**src/rtl/ex_hilo_stage_if.sv**
```systemverilog
// ----------------------------------------------------------------------------
// ex_hilo_stage_if
// Purpose : bundles the decode-side operation fields, pipeline control and the
//           registered MEM-side result fields of the execute stage.
// Signals :
//   stall_i, flush_i           pipeline control (freeze / bubble the input latch)
//   aluop_i, alusel_i          decoded operation and result class
//   reg1_i, reg2_i             forwarded operands
//   wd_i, wreg_i               destination GPR and its write enable
//   wd_o, wreg_o, wdata_o      registered GPR write toward MEM
//   whilo_o, hi_o, lo_o        registered HI/LO write toward commit
//   hi_arch_o, lo_arch_o       committed HI/LO (debug visibility)
// Modports: master = decode/MEM side, slave = execute stage.
// ----------------------------------------------------------------------------
interface ex_hilo_stage_if;
    logic        stall_i;
    logic        flush_i;
    logic [7:0]  aluop_i;
    logic [2:0]  alusel_i;
    logic [31:0] reg1_i;
    logic [31:0] reg2_i;
    logic [4:0]  wd_i;
    logic        wreg_i;
    logic [4:0]  wd_o;
    logic        wreg_o;
    logic [31:0] wdata_o;
    logic        whilo_o;
    logic [31:0] hi_o;
    logic [31:0] lo_o;
    logic [31:0] hi_arch_o;
    logic [31:0] lo_arch_o;

    modport master (
        output stall_i, flush_i, aluop_i, alusel_i, reg1_i, reg2_i, wd_i, wreg_i,
        input  wd_o, wreg_o, wdata_o, whilo_o, hi_o, lo_o, hi_arch_o, lo_arch_o
    );

    modport slave (
        input  stall_i, flush_i, aluop_i, alusel_i, reg1_i, reg2_i, wd_i, wreg_i,
        output wd_o, wreg_o, wdata_o, whilo_o, hi_o, lo_o, hi_arch_o, lo_arch_o
    );
endinterface

```
**src/rtl/ex_hilo_stage.sv**
```systemverilog
// ----------------------------------------------------------------------------
// ex_hilo_stage
// Purpose : execute stage of the integer pipeline. Latches the decoded
//           operation (L), computes logic / shift / move results into the
//           output register (R) and owns the architectural HI/LO registers,
//           which commit from R one cycle after the result leaves the stage.
// Ports   :
//   clk   rising-edge clock
//   rst   synchronous, active-low reset (clears L, R, HI, LO)
//   bus   ex_hilo_stage_if.slave - decode inputs, stall/flush, MEM outputs
// Build option:
//   HILO_BYPASS_EN  when defined, "current HI/LO" is taken from R if R holds a
//                   pending HI/LO write, otherwise from the committed registers.
//                   When undefined, only the committed registers are read and
//                   software must space MFHI/MFLO/MTxx after an MTHI/MTLO.
// ----------------------------------------------------------------------------
module ex_hilo_stage (
    input  logic           clk,
    input  logic           rst,
    ex_hilo_stage_if.slave bus
);
    // Operation encodings shared with decode.
    localparam logic [7:0] OP_AND  = 8'b0010_0100;
    localparam logic [7:0] OP_OR   = 8'b0010_0101;
    localparam logic [7:0] OP_XOR  = 8'b0010_0110;
    localparam logic [7:0] OP_NOR  = 8'b0010_0111;
    localparam logic [7:0] OP_SLL  = 8'b0111_1100;
    localparam logic [7:0] OP_SRL  = 8'b0000_0010;
    localparam logic [7:0] OP_SRA  = 8'b0000_0011;
    localparam logic [7:0] OP_MOVZ = 8'b0000_1010;
    localparam logic [7:0] OP_MOVN = 8'b0000_1011;
    localparam logic [7:0] OP_MFHI = 8'b0001_0000;
    localparam logic [7:0] OP_MTHI = 8'b0001_0001;
    localparam logic [7:0] OP_MFLO = 8'b0001_0010;
    localparam logic [7:0] OP_MTLO = 8'b0001_0011;

    localparam logic [2:0] SEL_LOGIC = 3'b001;
    localparam logic [2:0] SEL_SHIFT = 3'b010;
    localparam logic [2:0] SEL_MOVE  = 3'b011;

    // Input latch L
    logic [7:0]  r_aluop;
    logic [2:0]  r_alusel;
    logic [31:0] r_reg1;
    logic [31:0] r_reg2;
    logic [4:0]  r_wd;
    logic        r_wreg;

    // Output register R
    logic [4:0]  r_wd_out;
    logic        r_wreg_out;
    logic [31:0] r_wdata;
    logic        r_whilo;
    logic [31:0] r_hi;
    logic [31:0] r_lo;

    // Architectural HI/LO
    logic [31:0] r_hi_arch;
    logic [31:0] r_lo_arch;

    // Combinational next-R values
    logic [31:0] w_cur_hi;
    logic [31:0] w_cur_lo;
    logic [4:0]  w_amt;
    logic [31:0] w_wdata_next;
    logic        w_whilo_next;
    logic [31:0] w_hi_next;
    logic [31:0] w_lo_next;

`ifdef HILO_BYPASS_EN
    // A pending write in R is the youngest HI/LO value; it commits on the same
    // edge that R loads the instruction now in L, so forwarding it is exact.
    assign w_cur_hi = r_whilo ? r_hi : r_hi_arch;
    assign w_cur_lo = r_whilo ? r_lo : r_lo_arch;
`else
    assign w_cur_hi = r_hi_arch;
    assign w_cur_lo = r_lo_arch;
`endif

    assign w_amt = r_reg1[4:0];

    always_comb begin
        w_wdata_next = 32'h0;
        case (r_alusel)
            SEL_LOGIC: begin
                case (r_aluop)
                    OP_OR:   w_wdata_next = r_reg1 | r_reg2;
                    OP_AND:  w_wdata_next = r_reg1 & r_reg2;
                    OP_XOR:  w_wdata_next = r_reg1 ^ r_reg2;
                    OP_NOR:  w_wdata_next = ~(r_reg1 | r_reg2);
                    default: w_wdata_next = 32'h0;
                endcase
            end
            SEL_SHIFT: begin
                case (r_aluop)
                    OP_SLL:  w_wdata_next = r_reg2 << w_amt;
                    OP_SRL:  w_wdata_next = r_reg2 >> w_amt;
                    OP_SRA:  w_wdata_next = $signed(r_reg2) >>> w_amt;
                    default: w_wdata_next = 32'h0;
                endcase
            end
            SEL_MOVE: begin
                case (r_aluop)
                    OP_MOVZ, OP_MOVN: w_wdata_next = r_reg1;
                    OP_MFHI:          w_wdata_next = w_cur_hi;
                    OP_MFLO:          w_wdata_next = w_cur_lo;
                    default:          w_wdata_next = 32'h0;
                endcase
            end
            default: w_wdata_next = 32'h0;
        endcase
    end

    // HI/LO write request depends only on the operation, not the result class.
    always_comb begin
        w_whilo_next = 1'b0;
        w_hi_next    = w_cur_hi;
        w_lo_next    = w_cur_lo;
        if (r_aluop == OP_MTHI) begin
            w_whilo_next = 1'b1;
            w_hi_next    = r_reg1;
        end else if (r_aluop == OP_MTLO) begin
            w_whilo_next = 1'b1;
            w_lo_next    = r_reg1;
        end
    end

    // Input latch: flush wins over stall so a squashed instruction never
    // lingers in L while the rest of the stage is frozen.
    always_ff @(posedge clk) begin
        if (!rst || bus.flush_i) begin
            r_aluop  <= 8'h0;
            r_alusel <= 3'h0;
            r_reg1   <= 32'h0;
            r_reg2   <= 32'h0;
            r_wd     <= 5'h0;
            r_wreg   <= 1'b0;
        end else if (!bus.stall_i) begin
            r_aluop  <= bus.aluop_i;
            r_alusel <= bus.alusel_i;
            r_reg1   <= bus.reg1_i;
            r_reg2   <= bus.reg2_i;
            r_wd     <= bus.wd_i;
            r_wreg   <= bus.wreg_i;
        end
    end

    // Output register
    always_ff @(posedge clk) begin
        if (!rst) begin
            r_wd_out   <= 5'h0;
            r_wreg_out <= 1'b0;
            r_wdata    <= 32'h0;
            r_whilo    <= 1'b0;
            r_hi       <= 32'h0;
            r_lo       <= 32'h0;
        end else if (!bus.stall_i) begin
            r_wd_out   <= r_wd;
            r_wreg_out <= r_wreg;
            r_wdata    <= w_wdata_next;
            r_whilo    <= w_whilo_next;
            r_hi       <= w_hi_next;
            r_lo       <= w_lo_next;
        end
    end

    // Commit: gated by stall as well, so a held R commits exactly once.
    always_ff @(posedge clk) begin
        if (!rst) begin
            r_hi_arch <= 32'h0;
            r_lo_arch <= 32'h0;
        end else if (!bus.stall_i && r_whilo) begin
            r_hi_arch <= r_hi;
            r_lo_arch <= r_lo;
        end
    end

    assign bus.wd_o      = r_wd_out;
    assign bus.wreg_o    = r_wreg_out;
    assign bus.wdata_o   = r_wdata;
    assign bus.whilo_o   = r_whilo;
    assign bus.hi_o      = r_hi;
    assign bus.lo_o      = r_lo;
    assign bus.hi_arch_o = r_hi_arch;
    assign bus.lo_arch_o = r_lo_arch;

endmodule

```
**src/flat_wrapper.sv**
```systemverilog
// flat-port wrapper written by rule: the top's interface ports become plain ports
module ex_hilo_stage_flat 
  (clk, rst, bus_stall_i, bus_flush_i, bus_aluop_i, bus_alusel_i, bus_reg1_i, bus_reg2_i, bus_wd_i, bus_wreg_i, bus_wd_o, bus_wreg_o, bus_wdata_o, bus_whilo_o, bus_hi_o, bus_lo_o, bus_hi_arch_o, bus_lo_arch_o);
  ex_hilo_stage_if bus_i ();
  input  logic clk;
  input  logic rst;
  input wire logic [$bits(bus_i.stall_i)-1:0] bus_stall_i;
  input wire logic [$bits(bus_i.flush_i)-1:0] bus_flush_i;
  input wire logic [$bits(bus_i.aluop_i)-1:0] bus_aluop_i;
  input wire logic [$bits(bus_i.alusel_i)-1:0] bus_alusel_i;
  input wire logic [$bits(bus_i.reg1_i)-1:0] bus_reg1_i;
  input wire logic [$bits(bus_i.reg2_i)-1:0] bus_reg2_i;
  input wire logic [$bits(bus_i.wd_i)-1:0] bus_wd_i;
  input wire logic [$bits(bus_i.wreg_i)-1:0] bus_wreg_i;
  output wire logic [$bits(bus_i.wd_o)-1:0] bus_wd_o;
  output wire logic [$bits(bus_i.wreg_o)-1:0] bus_wreg_o;
  output wire logic [$bits(bus_i.wdata_o)-1:0] bus_wdata_o;
  output wire logic [$bits(bus_i.whilo_o)-1:0] bus_whilo_o;
  output wire logic [$bits(bus_i.hi_o)-1:0] bus_hi_o;
  output wire logic [$bits(bus_i.lo_o)-1:0] bus_lo_o;
  output wire logic [$bits(bus_i.hi_arch_o)-1:0] bus_hi_arch_o;
  output wire logic [$bits(bus_i.lo_arch_o)-1:0] bus_lo_arch_o;
  assign bus_i.stall_i = bus_stall_i;
  assign bus_i.flush_i = bus_flush_i;
  assign bus_i.aluop_i = bus_aluop_i;
  assign bus_i.alusel_i = bus_alusel_i;
  assign bus_i.reg1_i = bus_reg1_i;
  assign bus_i.reg2_i = bus_reg2_i;
  assign bus_i.wd_i = bus_wd_i;
  assign bus_i.wreg_i = bus_wreg_i;
  assign bus_wd_o = bus_i.wd_o;
  assign bus_wreg_o = bus_i.wreg_o;
  assign bus_wdata_o = bus_i.wdata_o;
  assign bus_whilo_o = bus_i.whilo_o;
  assign bus_hi_o = bus_i.hi_o;
  assign bus_lo_o = bus_i.lo_o;
  assign bus_hi_arch_o = bus_i.hi_arch_o;
  assign bus_lo_arch_o = bus_i.lo_arch_o;
  ex_hilo_stage u_core (.clk(clk), .rst(rst), .bus(bus_i));
endmodule
```
**config.mk**
```make
export PLATFORM = sky130hd
export DESIGN_NAME = ex_hilo_stage_flat
export DESIGN_NICKNAME = d
export VERILOG_FILES = /design/src/rtl/ex_hilo_stage_if.sv /design/src/rtl/ex_hilo_stage.sv /design/src/flat_wrapper.sv
export SDC_FILE = /design/constraint.sdc
export NUM_CORES = 1
export LEC_CHECK = 0
export BUFFER_PORTS_ARGS = -buffer_cell sky130_fd_sc_hd__buf_4
export CELL_PAD_IN_SITES_DETAIL_PLACEMENT = 1
export CELL_PAD_IN_SITES_GLOBAL_PLACEMENT = 1
export CORE_MARGIN = 8
export CORE_UTILIZATION = 40
export DETAILED_ROUTE_END_ITERATION = 10
export PLACE_DENSITY = 0.82
export SYNTH_ARGS = -nofsm -noshare
export SYNTH_HDL_FRONTEND = slang
export SYNTH_SLANG_ARGS = --single-unit
```
**constraint.sdc**
```tcl
create_clock -name clk -period 2.68 [get_ports clk]
set_input_delay 0.402 -clock clk [delete_from_list [all_inputs] [get_ports clk]]
set_output_delay 0.402 -clock clk [all_outputs]
set_load 0.1 [all_outputs]
```
==> results of run 1 <==
==> layout by cell type (no fill, tap or decap), types with 10 or more instances in the layout <==
cell / count
nand4_1: 10
buf_4: 420
a221oi_1: 10
nor2_1: 204
dfxtp_1: 242
a222oi_1: 17
nand3_1: 16
a21oi_1: 114
a31oi_1: 10
buf_12: 19
o221ai_1: 11
nor3_1: 39
clkbuf_16: 31
nor2b_1: 18
o211ai_1: 10
xnor2_1: 30
and2_1: 41
o22ai_1: 14
a211oi_1: 30
mux4_2: 72
nand2_1: 255
inv_1: 65
o21ai_0: 100
mux2i_1: 214
mux2_2: 32
ha_1: 66
a22oi_1: 40
a22o_1: 11
==> per-layer routing <==
layer  global-route usage  up-vias  wire length, um
li1                     -     7685                -
met1                0.420     9001            34600
met2                0.541      906            39600
met3               0.0541      228             6320
met4                0.161        2             4630
met5                    0        -               15
==> power groups by stage <==
stage          sequential (mW)  combinational [mW]  clock [mW]
2_1_floorplan             3.95               0.705           0
6_report                  3.86                1.32        4.95
3_5_place_dp              3.93                1.28           0
4_1_cts                   3.85                1.30        4.99
5_1_grt                   3.86                1.38        5.13
3_3_place_gp              3.93                1.26           0
==> registers in the layout, summed over array words and instances (netlist names) <==
signal	count
u_core.bus.hi_arch_o	32
u_core.bus.wdata_o	32
u_core.r_wd	5
u_core.bus.wreg_o	1
u_core.r_reg2	32
u_core.bus.hi_o	32
u_core.bus.whilo_o	1
u_core.r_reg1	32
u_core.bus.wd_o	5
u_core.r_alusel	3
u_core.bus.lo_arch_o	32
u_core.bus.lo_o	32
u_core.r_aluop	8
u_core.r_wreg	1
==> worst max-delay path by stage <==
stage	start	to	slack [ns]	cells after the start
2_1_floorplan	u_core.r_reg1[0]$_SDFFE_PP0N_	u_core.bus.wdata_o[28]$_SDFFE_PN0N_	0.05	12
3_3_place_gp	u_core.r_reg1[2]$_SDFFE_PP0N_	u_core.bus.wdata_o[7]$_SDFFE_PN0N_	-0.76	7
3_5_place_dp	u_core.r_reg1[2]$_SDFFE_PP0N_	u_core.bus.wdata_o[23]$_SDFFE_PN0N_	0.04	7
4_1_cts	u_core.r_reg1[2]$_SDFFE_PP0N_	u_core.bus.wdata_o[23]$_SDFFE_PN0N_	0.03	7
5_1_grt	u_core.r_reg1[1]$_SDFFE_PP0N_	u_core.bus.wdata_o[28]$_SDFFE_PN0N_	0.005	7
6_report	u_core.r_reg1[1]$_SDFFE_PP0N_	u_core.bus.wdata_o[28]$_SDFFE_PN0N_	0.11	7
==> layout make-up <==
cell class,instances,area [um2]
clock buffer,38,862
inverter,69,262
clock inverter,18,335
multi-input combinational,1474,10900
fill,4904,20300
timing repair buffer,443,3610
sequential,248,4980
tap,539,674
==> logic make-up (layout without fill, tap and decap cells) <==
kind of cell	count (synthesis)	after routing
simple gates	627	627
compound gates	426	426
mux	323	323
buf+inv	271	568
flops	248	248
fa+ha+maj	66	66
xor+xnor	32	32
==> worst reg2reg max path, stage by stage, from the launching register on <==
cell and delay (ns):
dfxtp_4 0.56, buf_4 0.24, mux4_2 0.52, mux2i_1 0.41, nor4_1 0.09, a311oi_1 0.26, o221ai_1 0.16, nor3b_1 0.19
==> stage by stage <==
step,setup slack [ns],utilization,setup TNS (ns)
detailed placement,0.0450,0.487,0
global route,0.00467,0.516,0
floorplan,0.0538,-,0
CTS,0.0260,0.515,0
global placement,-0.757,0.487,-0.757
finish,0.105,0.516,0
==> repair_timing <==
item / 4_1_cts / 5_1_grt
setup endpoints to repair: 0 / 3
setup buffers: 0 / 1
gates resized for setup: 0 / 2
==> impl_metrics.tcl, run 1 <==
set metrics [dict create \
    status "complete, no violations" \
    rr_worst_depth 7 \
    critPathBufInv 1 \
    start_kind "flop" \
    worst-setup-path-type "reg -> reg" \
    cts_buffer_depth 3 \
    worst_hold_path_type "in -> reg" \
    synth_area_per_cell_um2 8.54 \
    yosysMostFrequentCell "nand2_1" \
    io_buffers 251 \
    grt_pass1_vias 18472 \
    worst_pin_slew_ns 0.838 \
    drv_slew 0 \
    hold_viol 0 \
    power.total_mw 10.1 \
    cts_tree "done" \
    num_rows 75 \
    p_comb_frac 0.131 \
    dp_cells 2772 \
    synthSimpleGateAreaFrac 0.162 \
    drtPass1Iterations 7 \
    setup_viol 0 \
    synth.top_cells.by_count "nand2_1 (256), dfxtp_1 (248), mux2i_1 (214), nor2_1 (204), clkbuf_1 (122)" \
    seq_power_share 0.381 \
    finalNonFillerCells 2829 \
    reg2reg_from "u_core.r_reg1[1]$_SDFFE_PP0N_" \
    skew_ns 0.0199 \
    viasPerCell 6.30 \
    drt_iter0_markers 1864 \
    wirelength_um 85200 \
    worstPathArrival_ns 3.05 \
    wl_per_cell_um 30.1 \
    drc 0 \
    cts_buffers 30 \
    io_pins 252 \
    grt_use_total 0.331 \
    p_sw_mw 2.81 \
    syn2layout_area_growth_pct 27.3 \
    initial_core_util 0.406 \
    clkSinkCount 248 \
    ys_types 74 \
    synth_flop_cell "dfxtp_1" \
    synth_seq_cells 248 \
    synth_area_leaders "dfxtp_1 (29%), mux2i_1 (13%), mux4_2 (9.5%)" \
    hpwl_um 63800 \
    grt_max_degree 121 \
    critPathTopFamily "multiplexers" \
    post-route-period-util 0.961 \
    synth_xor_area_frac 0.0165 \
    clkPwrFrac 0.489 \
    maxCapViolations 0 \
    syn_inst 1993 \
    r2r_slack_ns 0.11 \
    drive_gt1_frac 0.275 \
    ant_nets 0 \
    peakVddDrop_v 0.000461 \
    synth_nets 2144 \
    hold_path.startpoint "bus_reg2_i[20]" \
    clock.fmax_ghz 0.388 \
    crit_path_end_kind "flop" \
    synth_fa_ha_area_frac 0.0485 \
    synthMuxAreaShare 0.250 \
    maxSlewHeadroom 0.436 \
    die_w_um 222 \
    ys_seq_area_frac 0.292 \
    cp.required_ns 3.16 \
    synth_compound_area_frac 0.164 \
    swShare 0.277 \
    die_h_um 222 \
    power.density_nw_per_um2 467 \
    n_antenna_cell 0 \
    grt_pass1_wl_um 126000 \
    reg2reg_to "u_core.bus.wdata_o[28]$_SDFFE_PN0N_" \
    globalplace.congestion 1.04 \
    grt_setup_unrepaired "false" \
    postSynth.asyncResetShare 0 \
    grt_overflow 0 \
    slowest_delay_ns 0.56 \
    holdPathStages 3 \
    netlist_area_um2 17000 \
    path_max_fanout 18 \
    path_cells "buf_4, mux4_2, mux2i_1, nor4_1, a311oi_1, o221ai_1, nor3b_1" \
    antenna_found_initial 1 \
    clk_pin_slew_worst_paths_ns 0.07 \
    p_int_mw 7.32 \
    whs_ns 0.0167 \
    cts_root_buf "clkbuf_16" \
    nNetsFinal 2417 \
    core_um2 41900 \
    slowest_stage "dfxtp_4" \
    leakage_nw 8.82 \
    cts_hold_buf 0 \
    clk_latency_ns 0.62 \
    die-area_um2 49400 \
    ctsHtreeMaxLevel 1 \
    holdPathEnd "u_core.r_reg2[20]$_SDFFE_PP0N_" \
    yosys.area.top_type "dfxtp_1" \
    fin_crit_ns 2.57 \
    synth_top_family_by_area "multiplexers" \
    final_cell_area_um2 21700 \
    synth_edf_count 0 \
    place_area_um2 20400 \
    synth_top_area_frac 0.292 \
    yosysWarnings 0 \
    vias 17822 \
]
Note: power is estimated with default switching activity, not from simulation.
==> run 2: changes to the inputs <==
- CORE_ASPECT_RATIO: unset -> 1.1
==> impl_metrics.tcl, run 2 (synthesis results as in run 1) <==
set metrics [dict create \
    start_kind "flop" \
    dp_cells 2815 \
    power.density_nw_per_um2 449 \
    io_buffers 251 \
    drc 0 \
    clock.fmax_ghz 0.382 \
    cp.required_ns 3.19 \
    cts_tree "done" \
    final_cell_mix "buf_4 (436), nand2_1 (256), dfxtp_1 (242)" \
    n_antenna_cell 0 \
    grt_setup_unrepaired "false" \
    wirelength_um 90400 \
    drt_iter0_markers 2040 \
    finalNonFillerCells 2866 \
    cts_buffers 29 \
    cts_buffer_depth 3 \
    grt_max_degree 117 \
    setup_viol 0 \
    drv_slew 0 \
    utilization 0.514 \
    nNetsFinal 2430 \
    cts_root_buf "clkbuf_16" \
    io_pins 252 \
    leakage_nw 8.80 \
    worst_hold_path_type "in -> reg" \
    status "complete, no violations" \
    cts_setup_buffers 0 \
    grt_use_total 0.357 \
    clk_pin_slew_worst_paths_ns 0.07 \
    grt_overflow 0 \
    ctsHtreeMaxLevel 1 \
    clkPwrFrac 0.461 \
    path_max_fanout 12 \
    fin_crit_ns 2.62 \
    die-area_um2 49400 \
    post-route-period-util 0.977 \
    wl_per_cell_um 31.6 \
    drive_gt1_frac 0.277 \
    hpwl_um 69200 \
    antenna_found_initial 3 \
    num_rows 79 \
    final_common_cell "buf_4" \
    vias 18021 \
    die_w_um 213 \
    skew_ns 0.0148 \
    worstPathArrival_ns 3.13 \
    worst-setup-path-type "reg -> reg" \
    crit_path_end_kind "flop" \
    core_um2 42100 \
    grt_pass1_vias 18700 \
    power.total_mw 9.71 \
    die_h_um 232 \
    drtPass1Iterations 6 \
    hold_viol 0 \
    seq_power_share 0.396 \
    p_sw_mw 2.75 \
    swShare 0.283 \
    worst_pin_slew_ns 0.957 \
    p_int_mw 6.96 \
    clkSinkCount 248 \
    clk_latency_ns 0.60 \
    globalplace.congestion 1.06 \
    ant_nets 0 \
    setup_tns_ns 0 \
    initial_core_util 0.404 \
    viasPerCell 6.29 \
    p_comb_frac 0.143 \
    syn2layout_area_growth_pct 27.2 \
    maxCapViolations 0 \
    peakVddDrop_v 0.000459 \
    grt_pass1_wl_um 132000 \
    maxSlewHeadroom 0.355 \
]
run 2: path summary, 6_finish.rpt:
| check | end | startpoint | cells past startpoint | slack, ns |
|---|---|---|---|---|
| max | u_core.bus.wdata_o[3]$_SDFFE_PN0N_ | u_core.r_aluop[1]$_SDFFE_PP0N_ | 8 | 0.06 |
| min reg2reg | u_core.bus.hi_arch_o[30]$_SDFFE_PN0P_ | u_core.bus.hi_o[30]$_SDFFE_PN0N_ | 2 | 0.48 |
| max reg2reg | u_core.bus.wdata_o[3]$_SDFFE_PN0N_ | u_core.r_aluop[1]$_SDFFE_PP0N_ | 8 | 0.06 |
| min | u_core.r_reg2[30]$_SDFFE_PP0N_ | bus_reg2_i[30] | 3 | 0.04 |
run 2: cell type report:
| class | instances | area (um2) |
|---|---|---|
| Tap cell | 567 | 709 |
| Fill cell | 4945 | 20500 |
| Multi-Input combinational cell | 1474 | 11000 |
| Inverter | 69 | 260 |
| Clock buffer | 39 | 803 |
| Sequential cell | 248 | 4980 |
| Timing Repair Buffer | 457 | 3690 |
| Clock inverter | 12 | 240 |
run 2: critical path, cell delays in order (launching register included):
cell and delay [ns]:
dfxtp_4 0.48, nor3b_2 0.35, buf_4 0.24, nand3_1 0.26
buf_4 0.27, nor3_1 0.40, o32ai_1 0.17, buf_4 0.15
a211oi_1 0.20
run 2: power groups by stage:
stage                     sequential (mW)  combinational (mW)  clock [mW]
after global routing                 3.85                1.44        4.64
after CTS                            3.84                1.36        4.49
after floorplan                      3.95               0.705           0
after detailed placement             3.93                1.35           0
after global placement               3.92                1.32           0
final                                3.85                1.39        4.47
run 2: through the flow:
step / setup WS, ns / cell area (um2) / hold slack (ns)
CTS: 0.0429 / 21600 / 0.0241
global route: 0.0181 / 21600 / 0.0391
detailed placement: -0.210 / 20600 / 0.468
global placement: -0.152 / 20600 / 0.454
finish: 0.0626 / 21600 / 0.0365
floorplan: 0.0538 / 17000 / 0.460
run 2: layer usage:
metal  vias to the layer above  routed length [um]  global-route usage
li1                       7710                   -                   -
met1                      9042               35400               0.448
met2                      1018               40900               0.560
met3                       251                7860              0.0742
met4                         0                6280               0.214
met5                         -                   0                   0
run 2: repair_timing:
item,4_1_cts,5_1_grt
endpoints found under the hold margin,0,0
hold buffers,0,0
endpoints found under the setup margin,4,4
resized for setup,3,3
